[src/rtl/rr_arbiter_pkg.sv]
// rtl/rr_arbiter_pkg.sv - shared constants and state type for rr_arbiter
package rr_arbiter_pkg;

  localparam int DEFAULT_INPUT = 8;
  localparam int DEFAULT_WIDTH = 32;

  // Output slot occupancy: EMPTY has no beat held, FULL holds one beat.
  typedef enum logic {
    EMPTY = 1'b0,
    FULL  = 1'b1
  } state_e;

endpackage

[src/rtl/rr_priority_pick.sv]
// rtl/rr_priority_pick.sv - combinational round-robin search from ptr+1 with wrap
module rr_priority_pick import rr_arbiter_pkg::*; #(
  parameter int INPUT     = DEFAULT_INPUT,
  parameter int SEL_WIDTH = $clog2(INPUT)
) (
  input  logic [INPUT-1:0]     req,
  input  logic [SEL_WIDTH-1:0] ptr,
  input  logic                 valid,
  output logic [INPUT-1:0]     grant,
  output logic [SEL_WIDTH-1:0] idx
);

  // Scan ptr+1, ptr+2, ... wrapping at INPUT; the last candidate is ptr itself,
  // so a lone requester that was just served still wins.
  always_comb begin
    int                   pos;
    logic [SEL_WIDTH-1:0] pos_s;
    logic                 found;
    grant = '0;
    idx   = '0;
    found = 1'b0;
    pos   = 0;
    pos_s = '0;
    for (int k = 1; k <= INPUT; k++) begin
      pos   = (int'(ptr) + k) % INPUT;
      pos_s = SEL_WIDTH'(pos);
      if (valid && !found && req[pos_s]) begin
        found        = 1'b1;
        grant[pos_s] = 1'b1;
        idx          = pos_s;
      end
    end
  end

endmodule

[src/rtl/rr_arbiter.sv]
// rtl/rr_arbiter.sv - round-robin N:1 arbiter with one-beat output register; optional grant hold under RR_ARBITER_LOCK_EN
module rr_arbiter import rr_arbiter_pkg::*; #(
  parameter int INPUT     = DEFAULT_INPUT,
  parameter int WIDTH     = DEFAULT_WIDTH,
  parameter int SEL_WIDTH = $clog2(INPUT)
) (
  input  logic                 clk,
  input  logic                 rst_n,
  input  logic [INPUT-1:0]     req,
  input  logic [WIDTH-1:0]     in [0:INPUT-1],
  output logic [INPUT-1:0]     in_ready,
  output logic                 out_valid,
  input  logic                 out_ready,
  output logic [WIDTH-1:0]     out,
  output logic [SEL_WIDTH-1:0] out_sel
`ifdef RR_ARBITER_LOCK_EN
  ,
  input  logic [INPUT-1:0]     lock
`endif
);

  state_e               state_q, state_d;
  logic [SEL_WIDTH-1:0] ptr_q, ptr_d;
  logic [SEL_WIDTH-1:0] sel_q, sel_d;
  logic [WIDTH-1:0]     out_q, out_d;

  logic                 slot_free;
  logic                 pick_valid;
  logic [INPUT-1:0]     grant_rr;
  logic [SEL_WIDTH-1:0] idx_rr;
  logic [INPUT-1:0]     grant;
  logic [SEL_WIDTH-1:0] idx;
  logic                 xfer_in;
  logic                 xfer_out;

  assign out_valid  = (state_q == FULL);
  assign xfer_out   = out_valid & out_ready;
  // Slot can take a new beat if empty or being drained this cycle; reset blocks all grants.
  assign slot_free  = (state_q == EMPTY) | out_ready;
  assign pick_valid = slot_free & rst_n;

  rr_priority_pick #(
    .INPUT     (INPUT),
    .SEL_WIDTH (SEL_WIDTH)
  ) u_pick (
    .req   (req),
    .ptr   (ptr_q),
    .valid (pick_valid),
    .grant (grant_rr),
    .idx   (idx_rr)
  );

`ifdef RR_ARBITER_LOCK_EN
  logic                 lock_q, lock_d;
  logic [SEL_WIDTH-1:0] lock_idx_q, lock_idx_d;
  logic                 hold_active;

  // The hold survives only while its owner keeps requesting.
  assign hold_active = lock_q & req[lock_idx_q];

  // Held owner bypasses the rotation; otherwise use the round-robin pick.
  always_comb begin
    grant = grant_rr;
    idx   = idx_rr;
    if (hold_active) begin
      grant             = '0;
      grant[lock_idx_q] = pick_valid;
      idx               = lock_idx_q;
    end
  end

  // Each accepted beat re-arms or releases the hold from its owner's lock bit.
  always_comb begin
    lock_d     = lock_q;
    lock_idx_d = lock_idx_q;
    if (lock_q && !req[lock_idx_q]) begin
      lock_d = 1'b0;
    end
    if (xfer_in) begin
      lock_d     = lock[idx];
      lock_idx_d = idx;
    end
  end

  // Hold registers; reset drops any hold.
  always_ff @(posedge clk) begin
    if (!rst_n) begin
      lock_q     <= 1'b0;
      lock_idx_q <= '0;
    end else begin
      lock_q     <= lock_d;
      lock_idx_q <= lock_idx_d;
    end
  end
`else
  // Without hold support every free cycle is arbitrated by rotation.
  always_comb begin
    grant = grant_rr;
    idx   = idx_rr;
  end
`endif

  assign in_ready = grant;
  assign xfer_in  = |(req & grant);

  // Next-state: load on accept (wins over drain), empty on drain alone, else hold.
  always_comb begin
    state_d = state_q;
    ptr_d   = ptr_q;
    sel_d   = sel_q;
    out_d   = out_q;
    if (xfer_in) begin
      state_d = FULL;
      ptr_d   = idx;
      sel_d   = idx;
      out_d   = in[idx];
    end else if (xfer_out) begin
      state_d = EMPTY;
    end
  end

  // State, pointer and output registers; ptr resets to the last index so 0 wins first.
  always_ff @(posedge clk) begin
    if (!rst_n) begin
      state_q <= EMPTY;
      ptr_q   <= SEL_WIDTH'(INPUT - 1);
      sel_q   <= '0;
      out_q   <= '0;
    end else begin
      state_q <= state_d;
      ptr_q   <= ptr_d;
      sel_q   <= sel_d;
      out_q   <= out_d;
    end
  end

  assign out     = out_q;
  assign out_sel = sel_q;

endmodule

[config.mk]
export PLATFORM = sky130hd
export DESIGN_NAME = rr_arbiter
export DESIGN_NICKNAME = d
export VERILOG_FILES = /design/src/rtl/rr_arbiter_pkg.sv /design/src/rtl/rr_priority_pick.sv /design/src/rtl/rr_arbiter.sv
export SDC_FILE = /design/constraint.sdc
export NUM_CORES = 1
export LEC_CHECK = 0
export BUFFER_PORTS_ARGS = -buffer_cell sky130_fd_sc_hd__buf_4
export CORE_ASPECT_RATIO = 0.9
export CORE_MARGIN = 1.5
export CORE_UTILIZATION = 30
export CTS_BUF_LIST = sky130_fd_sc_hd__clkbuf_4 sky130_fd_sc_hd__clkbuf_8 sky130_fd_sc_hd__clkbuf_16
export DETAILED_ROUTE_END_ITERATION = 8
export MAX_ROUTING_LAYER = met4
export PLACE_DENSITY = 0.7
export SLEW_MARGIN = 20
export SYNTH_ARGS = -nofsm -noshare
export SYNTH_HDL_FRONTEND = slang
export SYNTH_SLANG_ARGS = --single-unit
[constraint.sdc]
create_clock -name clk -period 4.42 [get_ports clk]
set_input_delay 0.221 -clock clk [delete_from_list [all_inputs] [get_ports clk]]
set_output_delay 0.221 -clock clk [all_outputs]
set_load 0.1 [all_outputs]
Word-level counts from Yosys, hierarchy flattened
Index checks and enable logic that the tools add are counted.

Bitwise operators: 13. Order comparisons: 17. Reduce and logical (&&, ||, !) cells: 32. Multiplexer cells: 60. Add/sub/neg operators: 8.

Operators by type and width (number): $bmux W32 S3 (1); $mux W32 (2); $mux W8 (8); $or A8 B8 Y8 (7); $lt A3 B4 Y1 const B (8); $mux W1 (25); $bmux W1 S3 (8); $demux W1 S3 (8); $ge A3 B1 Y1 const B (8); $mux W3 (8); $logic_and A1 B1 Y1 (23); $add A3 B3 Y3 const B (4); $and A8 B8 Y8 (1); $reduce_or A8 Y1 (1); $logic_not A1 Y1 (7); $add A3 B1 Y3 const B (2); $add A3 B2 Y3 const B (2); $ge A4 B4 Y1 const B (1); $not A3 Y4 (1); $and A1 B1 Y1 (2); $reduce_bool A2 Y1 (1); $not A1 Y1 (1); $or A1 B1 Y1 (1).

Bits of input ports: 267. Register bits after elaboration: 39. Output and inout port bits: 44. Logic and storage cells: 134.

Depth between registers and ports, before layout
Depth in word-level cells: 37. Mapped depth: 19. Mapped depth without buffers: 12.

Hierarchy
From an unflattened synthesis, not the netlist that was laid out.

Cells, all modules: 455. Area total of the unflattened synthesis: 4370.4 µm².

Modules (own cells, without submodules): rr_arbiter (area each 3218.1 µm², times used 1, sequential area each 780.7 µm², cells each 325); rr_priority_pick (area each 1152.4 µm², times used 1, sequential area each 0.0 µm², cells each 130).

Worst setup path after synthesis
No wires, ideal clock.

Kind: reg-to-reg. Start point: register ptr_q[0]. End point: register out_q[0] (netlist: out[0]). Arrival time: 5456 ps. Path buffers: 4. Library setup time: 124 ps. Required time: 4296 ps. Setup slack: -1160 ps. Period minus slack after synthesis: 5580 ps. Stages on the path, launching flop included: 17. Cell sequence: dfxtp_1 buf_2 buf_2 inv_2 clkbuf_1 ha_1 mux4_2 nor2_2 o21ai_4 nor4_4 a22oi_1 a31oi_1 a211oi_2 nand4_4 nor2_8 buf_12 mux2i_1.

Elaborated cells between the ends (all ways): 122. Those cells by class: add/sub (8); order compare (16); mux (58); bitwise (9); reduce/logical (31).

RTL lines: start: declaration (line rr_arbiter.sv:23) `logic [SEL_WIDTH-1:0] ptr_q, ptr_d;`; start signal: assignment (line rr_arbiter.sv:126) `ptr_q <= SEL_WIDTH'(INPUT - 1);`; start signal: assignment (line rr_arbiter.sv:131) `ptr_q <= ptr_d;`; $add A3 B1 Y3 (line rr_priority_pick.sv:25) `pos = (int'(ptr) + k) % INPUT;`; $bmux W1 S3 (line rr_priority_pick.sv:27) `if (valid && !found && req[pos_s]) begin`; $mux W1 (not written as such) (line rr_priority_pick.sv:27); $logic_and A1 B1 Y1 (line rr_priority_pick.sv:27); $mux W1 (line rr_priority_pick.sv:27); $logic_not A1 Y1 (line rr_priority_pick.sv:27); $logic_and A1 B1 Y1 (2 in a row) (line rr_priority_pick.sv:27); $mux W1 (line rr_priority_pick.sv:27); [17 not listed]; $logic_and A1 B1 Y1 (2 in a row) (line rr_priority_pick.sv:27); $mux W1 (line rr_priority_pick.sv:27); $logic_not A1 Y1 (line rr_priority_pick.sv:27); $logic_and A1 B1 Y1 (2 in a row) (line rr_priority_pick.sv:27); $mux W8 (*) (line rr_priority_pick.sv:27); named net in_ready[5] (line rr_arbiter.sv:11) `output logic [INPUT-1:0] in_ready,`; $and A8 B8 Y8 (*) (line rr_arbiter.sv:104) `assign xfer_in = |(req & grant);`; $reduce_or A8 Y1 (*) (line rr_arbiter.sv:104); end signal: assignment (line rr_arbiter.sv:133) `out_q <= out_d;`; end: declaration (line rr_arbiter.sv:25) `logic [WIDTH-1:0] out_q, out_d;`.

The timed path passes the listed nets; every way through them passes the cells marked *. The select of a mux whose other input is x is not followed. A chain may end at the register's enable or synchronous reset.

Worst setup path in the final report
Start point: register ptr_q[0]. End point: register out_q[14] (netlist: out[14]).

Cells in the longest elaborated chain, start to end: 37. Elaborated cells between the ends (all ways): 122. Those cells by class: add/sub (8); order compare (16); mux (58); bitwise (9); reduce/logical (31).

RTL lines: $add A3 B1 Y3 (line rr_priority_pick.sv:25); $bmux W1 S3 (line rr_priority_pick.sv:27); $mux W1 (not written as such) (line rr_priority_pick.sv:27); $logic_and A1 B1 Y1 (line rr_priority_pick.sv:27); $mux W1 (line rr_priority_pick.sv:27); $logic_not A1 Y1 (line rr_priority_pick.sv:27); $logic_and A1 B1 Y1 (2 in a row) (line rr_priority_pick.sv:27); $mux W1 (line rr_priority_pick.sv:27); [17 not listed]; $logic_and A1 B1 Y1 (2 in a row) (line rr_priority_pick.sv:27); $mux W1 (line rr_priority_pick.sv:27); $logic_not A1 Y1 (line rr_priority_pick.sv:27); $logic_and A1 B1 Y1 (2 in a row) (line rr_priority_pick.sv:27); $mux W3 (line rr_priority_pick.sv:27); $not A3 Y4 (not written as such) (line rr_arbiter.sv:116) `out_d = in[idx];`; $bmux W32 S3 (line rr_arbiter.sv:116); $mux W32 (not written as such) (2 in a row) (line rr_arbiter.sv:116).

Parallel ways exist; a longest one is shown, timed or not. The select of a mux whose other input is x is not followed.

==> flow_metrics.py <==
metrics = {
    "run_status": {
        "status": "finished, final reports clean",
    },
    "detailed_routing": {
        "drc": 0,
        "vias_per_cell": 5.461,
        "dr.pass1.iters": 5,
        "drt.antenna.violating_nets": 0,
        "vias": 6056,
        "drt_first_iter_violations": 482,
        "wire_per_inst_um": 19.93,
        "routed_wl_um": 22100,
    },
    "setup_path": {
        "crit_path_max_incr_delay_ps": 690,
        "crit_chain": "inv_2, ha_1, mux4_2, mux2i_1, a32oi_1, nor4_4, buf_4, a2111oi_1, o21ai_4, nand2_2, nand3_4, nor2_8, buf_12, mux2i_1",
        "cpLargestDelayFamily": "compound AO/OA/AOI/OAI gates",
        "end_kind": "register",
        "crit_cells": 14,
        "critical_path_buf_inv_count": 3,
        "critical_path.startpoint_type": "register",
        "rrSetupSlack_ps": 340,
        "cp-startpoint": "ptr_q[0]$_SDFFE_PN1P_",
        "crit_path_end": "out[14]$_SDFFE_PN0P_",
        "reg2reg_depth": 14,
        "cpMostUsedCell": "mux2i_1",
        "rr_endpoint": "out[14]$_SDFFE_PN0P_",
        "crit_arrival_ps": 4290,
        "crit_path_top_delay_cell": "a2111oi_1",
        "crit_required_ps": 4630,
        "r2r_start": "ptr_q[0]$_SDFFE_PN1P_",
        "path_class": "reg2reg",
        "crit_fanout": 25,
    },
    "logic_synthesis": {
        "yosys.area_share.simple_pct": 14.69,
        "synth_compound_area_share_pct": 22.05,
        "seq_area_frac_synth_pct": 14.62,
        "synth_mux_area_share_pct": 38.86,
        "synth_flop_cell": "dfxtp_1",
        "yosysWarnings": 0,
        "synth-edff-count": 0,
        "ys_async_sr_fraction_pct": 0,
        "synth_nets": 851,
        "ys_seq_elements": 39,
        "synth_fa_ha_area_share_pct": 1.406,
        "syn_area_mm2": 0.005339,
        "synthXorXnorAreaFrac_pct": 1.500,
        "syn_area_per_cell_um2": 9.237,
        "ys_types": 82,
        "synth_top_family_by_area": "multiplexers",
        "synth_cells": 578,
    },
    "clock_network": {
        "holdBufCountCts": 0,
        "cts.sinks": 39,
        "clock_latency_ps": 290,
        "h-tree-depth": 2,
        "clkTransAtPathRegs_ps": 60,
        "numCtsBuffers": 5,
        "tritoncts": "done",
        "cts_root_buffer": "clkbuf_16",
        "cts_buffer_depth": 2,
    },
    "placed_design": {
        "io_buffers": 310,
        "place.detailed.hpwl_um": 17650,
        "gp_congestion": 0.9680,
    },
    "final_layout": {
        "final_util_pct": 46.27,
        "drive_gt1_share_pct": 51.32,
        "fillerInstances": 1711,
        "diodes": 0,
        "layout.nets": 1141,
        "synthToLayoutAreaGrowth_pct": 51.65,
    },
    "sta": {
        "max_slew_margin_pct": 51.62,
        "worstMarginPinSlew_ps": 721.4,
        "setup_viol": 0,
        "timing.final.crit_share_pct": 92.38,
        "slew_viol_final": 0,
        "fin_tns_setup_ps": 0,
        "timing.hold.ws_ps": 235.1,
        "skew_ps": 7.175,
        "clock.fmax_mhz": 244.9,
        "finalHoldViolCount": 0,
        "rsz0062_at_grt": "false",
        "layout_min_cycle_time_ps": 4083,
    },
    "grt": {
        "first_global_vias": 5786,
        "gr-usage-met2_pct": 35.61,
        "busiest_layer": "met2",
        "globalRouteMet1Util_pct": 30.23,
        "overflow": 0,
        "grt.total_usage_pct": 23.07,
        "grt_max_degree": 80,
        "grt_first_pass_wirelength_um": 32030,
        "antenna_found_initial": 0,
        "grt_use_met3_pct": 4.730,
    },
    "die": {
        "fp.coreArea_mm2": 0.01750,
        "rows": 46,
        "chipHeight_um": 129.6,
        "num_io_pins": 311,
        "die_w_um": 143.6,
        "start_util_pct": 30.51,
        "dieArea_mm2": 0.01861,
    },
    "hold_path": {
        "hp-class": "in2reg",
        "worstHoldPathCells": 2,
    },
    "flow_run": {
        "drv_cap": 0,
    },
}
-- registers in the layout, summed over array words and instances (netlist names) --
| name | count |
|---|---|
| out_valid | 1 |
| out | 32 |
| out_sel | 3 |
| ptr_q | 3 |
-- layout by cell type, fill, tap and decap left out, types with 3 or more instances in the layout --
cell       count
nor4b_1        4
nor3_1         3
mux2i_1      108
mux4_2         5
buf_4        327
nor2_1        14
inv_1          8
a22o_1         5
o211ai_1       5
and2_1         7
mux2i_4        3
and3_1         6
buf_12         4
a22oi_1       35
nor4_4         3
nand2b_1       4
ha_1           6
nor4_1         5
o311ai_1       3
nand2_1       52
dfxtp_1       39
o21ai_0        7
o31ai_1        6
nand3_1       16
clkbuf_16      5
o21ai_4        4
o221ai_1      31
or3_1          4
a21o_1         3
mux2_2        64
a31oi_1        3
a21oi_1       15
-- through the flow --
step	worst slack [ps]	area, um^2	std cells
3_3_place_gp	354.0	7918	1101
4_1_cts	104.3	8087	1109
3_5_place_dp	131.9	7918	1101
2_1_floorplan	3.078	5406	578
5_1_grt	104.7	8097	1109
6_report	336.8	8097	1109
-- per-layer routing --
layer | part of all wire, % | vias up
met1 | 43 | 2811
met4 | 2.6 | 0
li1 | - | 2865
met2 | 45 | 339
met3 | 9.0 | 41
met5 | 0 | -
-- synthesized netlist by cell type, drive strengths merged (3+ instances only) --
| cell | n | share of area (%) |
|---|---|---|
| nand2 | 53 | 3.7 |
| buf | 31 | 5.0 |
| dfxtp | 39 | 15 |
| nor2b | 3 | 0.35 |
| a21oi | 16 | 1.6 |
| and3 | 6 | 0.70 |
| nor4 | 8 | 1.8 |
| o311ai | 5 | 0.82 |
| o21ai | 13 | 1.9 |
| mux2i | 112 | 22 |
| o211ai | 6 | 0.94 |
| nor4b | 4 | 0.66 |
| o221ai | 31 | 5.1 |
| nor2 | 18 | 1.7 |
| a31oi | 4 | 0.47 |
| a21o | 3 | 0.42 |
| inv | 9 | 0.63 |
| mux4 | 7 | 3.1 |
| a211oi | 3 | 0.52 |
| or3 | 4 | 0.47 |
| nand3 | 17 | 1.7 |
| nand2b | 4 | 0.47 |
| nor3 | 4 | 0.47 |
| a22o | 6 | 1.0 |
| a22oi | 37 | 5.2 |
| mux2 | 66 | 14 |
| and2 | 8 | 0.94 |
| ha | 6 | 1.4 |
| o31ai | 7 | 1.1 |
| clkbuf | 17 | 1.2 |
-- worst min-delay path by stage --
| stage | slack [ps] | endpoint | from |
|---|---|---|---|
| 6_report | 240 | ptr_q[2]$_SDFFE_PN1P_ | rst_n |
| 5_1_grt | 230 | ptr_q[2]$_SDFFE_PN1P_ | rst_n |
| 4_1_cts | 220 | ptr_q[2]$_SDFFE_PN1P_ | rst_n |
| 3_5_place_dp | 460 | out[22]$_SDFFE_PN0P_ | out[22]$_SDFFE_PN0P_ |
| 3_3_place_gp | 450 | out[3]$_SDFFE_PN0P_ | out[3]$_SDFFE_PN0P_ |
| 2_1_floorplan | 460 | out_valid$_SDFFE_PN0P_ | out_ready |
-- area by class of cell --
| type | instances | area [um^2] | share of cell area, % |
|---|---|---|---|
| Sequential cell | 39 | 780.7 | 9.643 |
| Tap cell | 240 | 300.3 | 3.709 |
| Clock buffer | 5 | 125.1 | 1.545 |
| Multi-Input combinational cell | 482 | 4278 | 52.84 |
| Inverter | 9 | 33.78 | 0.4172 |
| Clock inverter | 3 | 43.79 | 0.5409 |
| Timing Repair Buffer | 331 | 2535 | 31.31 |
-- worst register-to-register path: stages (launching register included) --
cell,delay (ps)
dfxtp_1,350
inv_2,50
ha_1,390
mux4_2,470
mux2i_1,100
a32oi_1,520
nor4_4,110
buf_4,190
a2111oi_1,690
o21ai_4,150
nand2_2,120
nand3_4,130
nor2_8,250
buf_12,250
mux2i_1,250
-- kinds of logic (layout without fill, tap and decap cells) --
kind of cell	Yosys count	count (layout)
compound gates	148	148
xor+xnor	4	4
simple gates	139	139
fa+ha+maj	6	6
flops	39	39
mux	185	185
buf+inv	57	348
-- timing repair --
item	4_1_cts	5_1_grt
setup buffers	0	0
gates resized for setup	0	1
endpoints found under the setup margin	0	12
endpoints found under the hold margin	0	0
Power is not shown: default switching activity piles up to over one toggle a cycle in this logic, so the estimate is an artifact.
